`src/rtl/score_recorder.sv`:
```
// Records held notes into an eighth-note score, one slot per tick, and shows a frame-coherent copy.
// Optional count-in before recording is compiled in by defining SCORE_COUNT_IN_EN.
module score_recorder #(
    parameter int unsigned TICKS_PER_EIGHTH = 18562500,
    parameter int unsigned SLOTS            = 160,
    parameter int unsigned WRAP             = 0
) (
    input  logic                  pixel_clk_in,
    input  logic                  rst_in,
    input  logic                  start_in,
    input  logic                  stop_in,
    input  logic                  note_valid_in,
    input  logic [5:0]            note_in,
    input  logic                  new_frame_in,
    output logic [SLOTS-1:0][5:0] notes_out,
    output logic [7:0]            slot_out,
    output logic                  tick_out,
    output logic                  recording_out,
    output logic                  full_out
);

    localparam int unsigned CNT_W     = (TICKS_PER_EIGHTH > 1) ? $clog2(TICKS_PER_EIGHTH) : 1;
    localparam int unsigned SLOT_W    = 8;
    localparam int unsigned NOTE_W    = 6;
    localparam int unsigned LEAD_W    = 3;
    localparam logic [CNT_W-1:0]  CNT_LAST  = CNT_W'(TICKS_PER_EIGHTH - 1);
    localparam logic [SLOT_W-1:0] LAST_SLOT = SLOT_W'(SLOTS - 1);
    localparam bit                WRAP_EN   = (WRAP != 0);

`ifdef SCORE_COUNT_IN_EN
    typedef enum logic [1:0] {
        IDLE     = 2'd0,
        COUNT_IN = 2'd1,
        RECORD   = 2'd2,
        FULL     = 2'd3
    } state_t;
`else
    typedef enum logic [1:0] {
        IDLE   = 2'd0,
        RECORD = 2'd2,
        FULL   = 2'd3
    } state_t;
`endif

    state_t                  state;
    logic [CNT_W-1:0]        cnt;
    logic [NOTE_W-1:0]       held;
    logic [SLOTS-1:0][5:0]   shadow;
`ifdef SCORE_COUNT_IN_EN
    logic [LEAD_W-1:0]       lead_cnt;
`endif

    logic                    running;
    logic                    tick;
    logic                    arm;
    logic [NOTE_W-1:0]       wr_data;

    // Slot timing and start qualification; stop beats start in the same cycle.
    always_comb begin
        running = 1'b0;
        tick    = 1'b0;
        arm     = 1'b0;
        wr_data = held;
`ifdef SCORE_COUNT_IN_EN
        running = (state == RECORD) || (state == COUNT_IN);
`else
        running = (state == RECORD);
`endif
        tick    = running && (cnt == CNT_LAST);
        arm     = ((state == IDLE) || (state == FULL)) && start_in && !stop_in;
        if (note_valid_in) begin
            wr_data = note_in;
        end
    end

    always_ff @(posedge pixel_clk_in) begin
        if (rst_in) begin
            state         <= IDLE;
            cnt           <= '0;
            slot_out      <= '0;
            held          <= '0;
            shadow        <= '0;
            notes_out     <= '0;
            tick_out      <= 1'b0;
            recording_out <= 1'b0;
            full_out      <= 1'b0;
`ifdef SCORE_COUNT_IN_EN
            lead_cnt      <= '0;
`endif
        end else begin
            tick_out <= tick;

            // Whole-array snapshot; a coincident write lands only in the next frame.
            if (new_frame_in) begin
                notes_out <= shadow;
            end

            if (note_valid_in) begin
                held <= note_in;
            end

            if (running) begin
                cnt <= tick ? '0 : cnt + CNT_W'(1);
            end

            case (state)
                IDLE, FULL: begin
                    if (arm) begin
                        shadow   <= '0;
                        slot_out <= '0;
                        held     <= '0;
                        cnt      <= '0;
                        full_out <= 1'b0;
`ifdef SCORE_COUNT_IN_EN
                        state         <= COUNT_IN;
                        lead_cnt      <= '0;
                        recording_out <= 1'b0;
`else
                        state         <= RECORD;
                        recording_out <= 1'b1;
`endif
                    end
                end
`ifdef SCORE_COUNT_IN_EN
                COUNT_IN: begin
                    if (stop_in) begin
                        state <= IDLE;
                    end else if (tick) begin
                        lead_cnt <= lead_cnt + LEAD_W'(1);
                        if (lead_cnt == LEAD_W'(7)) begin
                            state         <= RECORD;
                            recording_out <= 1'b1;
                        end
                    end
                end
`endif
                RECORD: begin
                    if (stop_in) begin
                        state         <= IDLE;
                        recording_out <= 1'b0;
                    end else if (tick) begin
                        if (slot_out == LAST_SLOT) begin
                            if (WRAP_EN) begin
                                shadow   <= '0;
                                slot_out <= '0;
                            end else begin
                                shadow[slot_out] <= wr_data;
                                state            <= FULL;
                                recording_out    <= 1'b0;
                                full_out         <= 1'b1;
                            end
                        end else begin
                            shadow[slot_out] <= wr_data;
                            slot_out         <= slot_out + SLOT_W'(1);
                        end
                    end
                end
                default: begin
                    state         <= IDLE;
                    recording_out <= 1'b0;
                    full_out      <= 1'b0;
                end
            endcase
        end
    end

endmodule

```
`config.mk`:
```
export PLATFORM = sky130hd
export DESIGN_NAME = score_recorder
export DESIGN_NICKNAME = d
export VERILOG_FILES = /design/src/rtl/score_recorder.sv
export SDC_FILE = /design/constraint.sdc
export NUM_CORES = 2
export LEC_CHECK = 0
export ABC_AREA = 0
export ABC_CLOCK_PERIOD_IN_PS = 4950
export CAP_MARGIN = 20
export CORE_AREA = 10 10 377 379
export DETAILED_ROUTE_END_ITERATION = 8
export DIE_AREA = 0 0 387 389
export PLACE_DENSITY = 0.76
export SYNTH_ARGS = -nofsm -noshare
export SYNTH_HDL_FRONTEND = slang
export SYNTH_SLANG_ARGS = --single-unit
export TNS_END_PERCENT = 50
```
`constraint.sdc`:
```
create_clock -name pixel_clk_in -period 4.95 [get_ports pixel_clk_in]
set_input_delay 0.7425 -clock pixel_clk_in [delete_from_list [all_inputs] [get_ports pixel_clk_in]]
set_output_delay 0.7425 -clock pixel_clk_in [all_outputs]
set_load 0.01 [all_outputs]
```
# After elaboration in Yosys (flattened, before gate mapping)
# Cells that the tools add are included.
[word_totals]
reg_bits = 1964
[classes]
add_sub_neg = 2
n_lt_le_gt_ge = 2
n_eq_ne = 11
muxes = 34
reduce_logical = 13
[op_table]
columns = ["cell", "n"]
rows = [
  ["960-bit 2-to-1 mux", 3],
  ["960-bit one-hot mux with 2 select lines", 1],
  ["960-bit bitwise mux", 1],
  ["25-bit 2-to-1 mux", 4],
  ["6-bit demux with 8-bit select", 1],
  ["8-bit 2-to-1 mux", 4],
  ["25-bit by 1-bit adder with 25-bit output, second input constant", 1],
  ["25-bit == test, second input constant", 1],
  ["6-bit 2-to-1 mux", 4],
  ["8-bit one-hot mux with 2 select lines", 1],
  ["8-bit by 9-bit less-than comparator with 1-bit output, second input constant", 1],
  ["8-bit by 1-bit adder with 8-bit output, second input constant", 1],
  ["8-bit == test, second input constant", 1],
  ["8-bit by 1-bit greater-or-equal comparator with 1-bit output, second input constant", 1],
  ["1-bit 2-to-1 mux", 8],
  ["2-bit 2-to-1 mux", 4],
  ["4-bit AND reduction", 2],
  ["2-bit inequality test, second input constant", 3],
  ["3-bit by 2-bit inequality test with 1-bit output, second input constant", 2],
  ["5-bit AND reduction", 1],
  ["2-bit == test, second input constant", 2],
  ["1-bit logical AND", 4],
  ["2-bit by 1-bit inequality test with 1-bit output, second input constant", 2],
  ["1-bit one-hot mux with 2 select lines", 2],
  ["7 further kinds", 7],
]

# Depth between registers and ports, before layout
[logic_depth]
word_depth = 8
depth_mapped = 11
ltp_nobuf = 7

# Least setup slack after synthesis
# No wires, ideal clock.
[synth_path]
path_type = "input to register"
start = "input note_valid_in"
end = "register shadow[211] (netlist name)"
setup_time_ps = 137
t_arrival_ps = 2311
required_ps = 4813
slack_ps = 2501
cell_stages = 7
cell_sequence = "clkbuf_1 mux2i_1 nand2b_1 clkbuf_1 buf_2 clkbuf_1 o22ai_1"
[synth_between]
elab_chain_len = 5
[synth_rtl]
columns = ["element", "line_no", "rtl"]
rows = [
  ["start, declared", "12", "input logic note_valid_in,"],
  ["6-bit 2-to-1 mux", "71", "if (note_valid_in) begin"],
  ["960-bit bitwise mux", "147, 153", ""],
  ["960-bit 2-to-1 mux", "141", "end else if (tick) begin"],
  ["960-bit 2-to-1 mux", "138", "if (stop_in) begin"],
  ["960-bit one-hot mux with 2 select lines", "106", "case (state)"],
  ["end signal, assigned by index", "147", "shadow[slot_out] <= wr_data;"],
  ["end signal, assigned by index", "153", "shadow[slot_out] <= wr_data;"],
  ["end, declared", "48", "logic [SLOTS-1:0][5:0] shadow;"],
]
# Every way passes these cells. The select of a mux whose other input is x is not followed.
# A chain may end at the register's enable or synchronous reset.

# Worst setup path after layout
[layout_path]
start = "register slot_out[5]"
end = "register shadow[594] (netlist name)"
[layout_between]
elab_chain_len = 8
word_cells_on_any_way = 9
cone_classes = "order compare: 2; mux: 6; reduce/logical: 1"
[layout_rtl]
columns = ["element", "line_no", "rtl"]
rows = [
  ["start, declared", "16", "output logic [7:0] slot_out,"],
  ["start signal, assigned", "154", "slot_out <= slot_out + SLOT_W'(1);"],
  ["8-bit by 9-bit less-than comparator with 1-bit output (implied by the code) or 8-bit by 1-bit greater-or-equal comparator with 1-bit output (tied branches)", "147, 153", ""],
  ["1-bit logical AND (implied by the code)", "147, 153", ""],
  ["6-bit 2-to-1 mux (implied by the code)", "147, 153", ""],
  ["6-bit demux with 8-bit select (*)", "147, 153", ""],
  ["960-bit bitwise mux (*)", "147, 153", ""],
  ["960-bit 2-to-1 mux (*)", "141", ""],
  ["960-bit 2-to-1 mux (*)", "138", ""],
  ["960-bit one-hot mux with 2 select lines (*)", "106", ""],
]
# Every way passes the cells marked *; elsewhere a longest branch is shown, timed or not. The select of a mux whose other input is x is not followed.

==> results.md <==
- Synthesis Warnings: 0
- Slew Limit Headroom: 0.172
- Placed Instances: 9083
- Max VDD drop: 0.000323 V
- Post-synth top area share: 0.573
- PD cells: between 300 and 400 nW/um2
- CP endpoint kind: flop
- Rows: 135
- Synthesized area: 68700 um2
- Core footprint: 135000 um2
- IO Count: 983
- Ranking of synthesized cells by area: dfxtp_1 (57%), mux2i_1 (14%), o211ai_1 (7.3%)
- Worst-margin pin slew: 1.24 ns
- Antenna violations before repair: 16
- Min Tclk post-route: between 3 and 4 ns
- Post-Synthesis Cells: 6850
- M3 GR Usage: 0.0845
- Synth unique cells: 51
- Most frequent cells after synthesis: dfxtp_1 (1964), nor2_1 (1002), mux2i_1 (969), o211ai_1 (666), o21ai_0 (650)
- Largest net degree at the start of global routing: 225
- Post-CTS Hold Fix Bufs: 0
- Dominant cell type by area after synthesis: dfxtp_1
- Seq/Total Area, Yosys: 0.573
- Met2 GRT Util: 0.460
- Via density: 5.88
- Final period util: 0.715
- Peak Freq: between 0.2 and 0.3 GHz
- Reg2reg path depth: 5
- Hold EP: notes_out[615]
- Status: finished clean
- Root cell of the clock tree: clkbuf_16
- WP data required: around 5.6 ns
- Clk pin slew, worst setup/hold paths: 0.06 ns
- GR peak layer: met2
- Total negative slack: 0 ns
- DRC Markers: 0
- Max cap viols: 0
- Hold Startpoint: rst_in
- GRT Overall Usage: 0.295
- Final hold viol count: 0
- Worst setup path class: reg -> reg
- R2R setup slack: approximately 1.4 ns
- Top-count cell post-synth: dfxtp_1
- Total power: 31.3 mW
- Critical Path AT: roughly 4.2 ns
- Die Ht: 389 um
- Mean Syn Cell Area: 10.0 um2
- Worst-Skew Late Latency: 0.82 ns
- HP Class: in -> reg
- Combinational Power Share: 0.027
- CTS tree: built
- Routability cong.: 0.866
- RSZ-0062 raised after global routing: false
- Global route overflow: 0
- Sequential Area: a little under 40000 um2
- Top_reg_cell synth: dfxtp_1
- Yosys reg bits: 1964
- Die area: 151000 um2
- Number of flops mapped to enable cells by yosys: 0
- Die W: 387 um
- Fillers: between 10000 and 15000
- RR Endpoint: shadow[594]
- Switching power: 6.78 mW
- Starting Density: 0.510
- Drt first pass iters: 6
- Reg-to-Reg Start: slot_out[5]
- # Post-CTS Setup Buffers: 0
- Sequential Power Share: 0.504
- Worst hold stages: 2
- Crit Path Max Fanout: 11
- Fin. max-slew vios: 0
- CTS Buf Count: approximately 190
- # resized after CTS: 0
- First-pass GRT wire length: 345 mm
- Met1 demand-to-capacity share in global routing: 0.366
- Detailed placer's ending HPWL: 153 mm
- Async SR Flop Fraction: 0
- # port buffers: 982
- Nets: 7510
- Final WL: 236 mm
- Area taken by multi-input logic gates: 26100 um2
- Leakage power: between 30 and 40 nW
- Drt initial violations: 5198
- Cell internal pwr: 24.6 mW
- Routed via count: 55400
- WL per Instance: between 20 and 30 um
- Area Growth Syn to Fin: 25.5%
- Vias in the first global route: 52600
- Post-DRT Antenna Nets: 0
- Clock Path Buffers: 3
- Sw Share: 0.216
- Startpoint Class: flop
- Net count after synthesis: 6869
- Layout cells sized above 1: 0.0585
- Final setup viols: 0
- Clock power share: 0.468
- Post-Layout Cell Count: roughly 9400
- Clock Sinks: 1964
- Worst Skew: about 0.040 ns
- H-tree depth: 4
-- worst max-delay path by stage --
stage                  end          start
2_1_floorplan  shadow[211]  note_valid_in
3_3_place_gp   shadow[596]       start_in
3_5_place_dp   shadow[554]        stop_in
4_1_cts        shadow[594]    slot_out[5]
5_1_grt        shadow[598]    slot_out[5]
6_report       shadow[594]    slot_out[5]
-- sequential cells by signal (all words and copies together), names as in the netlist --
signal and flops:
held 6, state 2, cnt 25, notes_out 960, full_out 1, slot_out 8, tick_out 1, shadow 960
recording_out 1
-- per-layer routing --
metal,up-vias,wire (um),share of wire
li1,25200,-,-
met1,27000,93600,0.40
met2,2538,106000,0.45
met3,548,21700,0.092
met4,14,14100,0.060
met5,-,82,0.00035
-- kinds of logic after synthesis --
| kind of cell | share of synthesized area |
|---|---|
| buffers and inverters | 0.0489 |
| DFF | 0.573 |
| AOI/OAI and AO/OA | 0.156 |
| xor gates and xnor gates | 0.00293 |
| and+or+nand+nor | 0.0769 |
| muxes | 0.141 |
| adders and majority gates | 0.00128 |
-- power by group through the flow --
stage	Sequential (mW)	Clock (mW)	Combinational [mW]
6_report	15.8	14.7	0.861
5_1_grt	15.8	15.4	0.898
4_1_cts	15.8	14.8	0.852
3_5_place_dp	16.2	0	0.851
3_3_place_gp	16.2	0	0.850
2_1_floorplan	16.2	0	0.630
-- stage by stage --
| stage | util | setup WS (ns) | hold WS, ns | area (um2) |
|---|---|---|---|---|
| 6_report | 0.640 | 1.41 | 0.363 | 86200 |
| 3_5_place_dp | 0.593 | 1.33 | 0.441 | 79800 |
| 5_1_grt | 0.640 | 1.33 | 0.364 | 86200 |
| 3_3_place_gp | 0.593 | 1.36 | 0.436 | 79800 |
| 4_1_cts | 0.640 | 1.48 | 0.322 | 86200 |
| 2_1_floorplan | - | 2.50 | 0.429 | 68700 |
-- worst max-delay path, cell delays in order, from the launching register on --
cell	delay, ns
dfxtp_1	0.74
nand2_1	0.28
nor3_2	0.73
nand2_1	0.57
o21ai_1	0.86
o22ai_1	0.21
-- area by class of cell --
cell class | instances | area share
diodes | 6 | 0.000174
clock inverters | 60 | 0.00908
multi-input cells | 4001 | 0.303
flip-flops and latches | 1964 | 0.456
clock buffers | 277 | 0.0648
repair buffers | 1089 | 0.130
inverters | 248 | 0.0108
well taps | 1781 | 0.0259
-- placed cells by master (no fill, tap or decap), drive strengths merged, types with 38 or more instances in the layout --
| master | instances |
|---|---|
| inv | 252 |
| o22ai | 240 |
| o211ai | 666 |
| nor2 | 1002 |
| mux2i | 969 |
| o21ai | 710 |
| buf | 109 |
| dfxtp | 1964 |
| clkbuf | 277 |
| a22o | 45 |
| clkinv | 38 |
| nand2 | 176 |
| clkdlybuf4s50 | 980 |
Power figures use the tool's default switching activity.
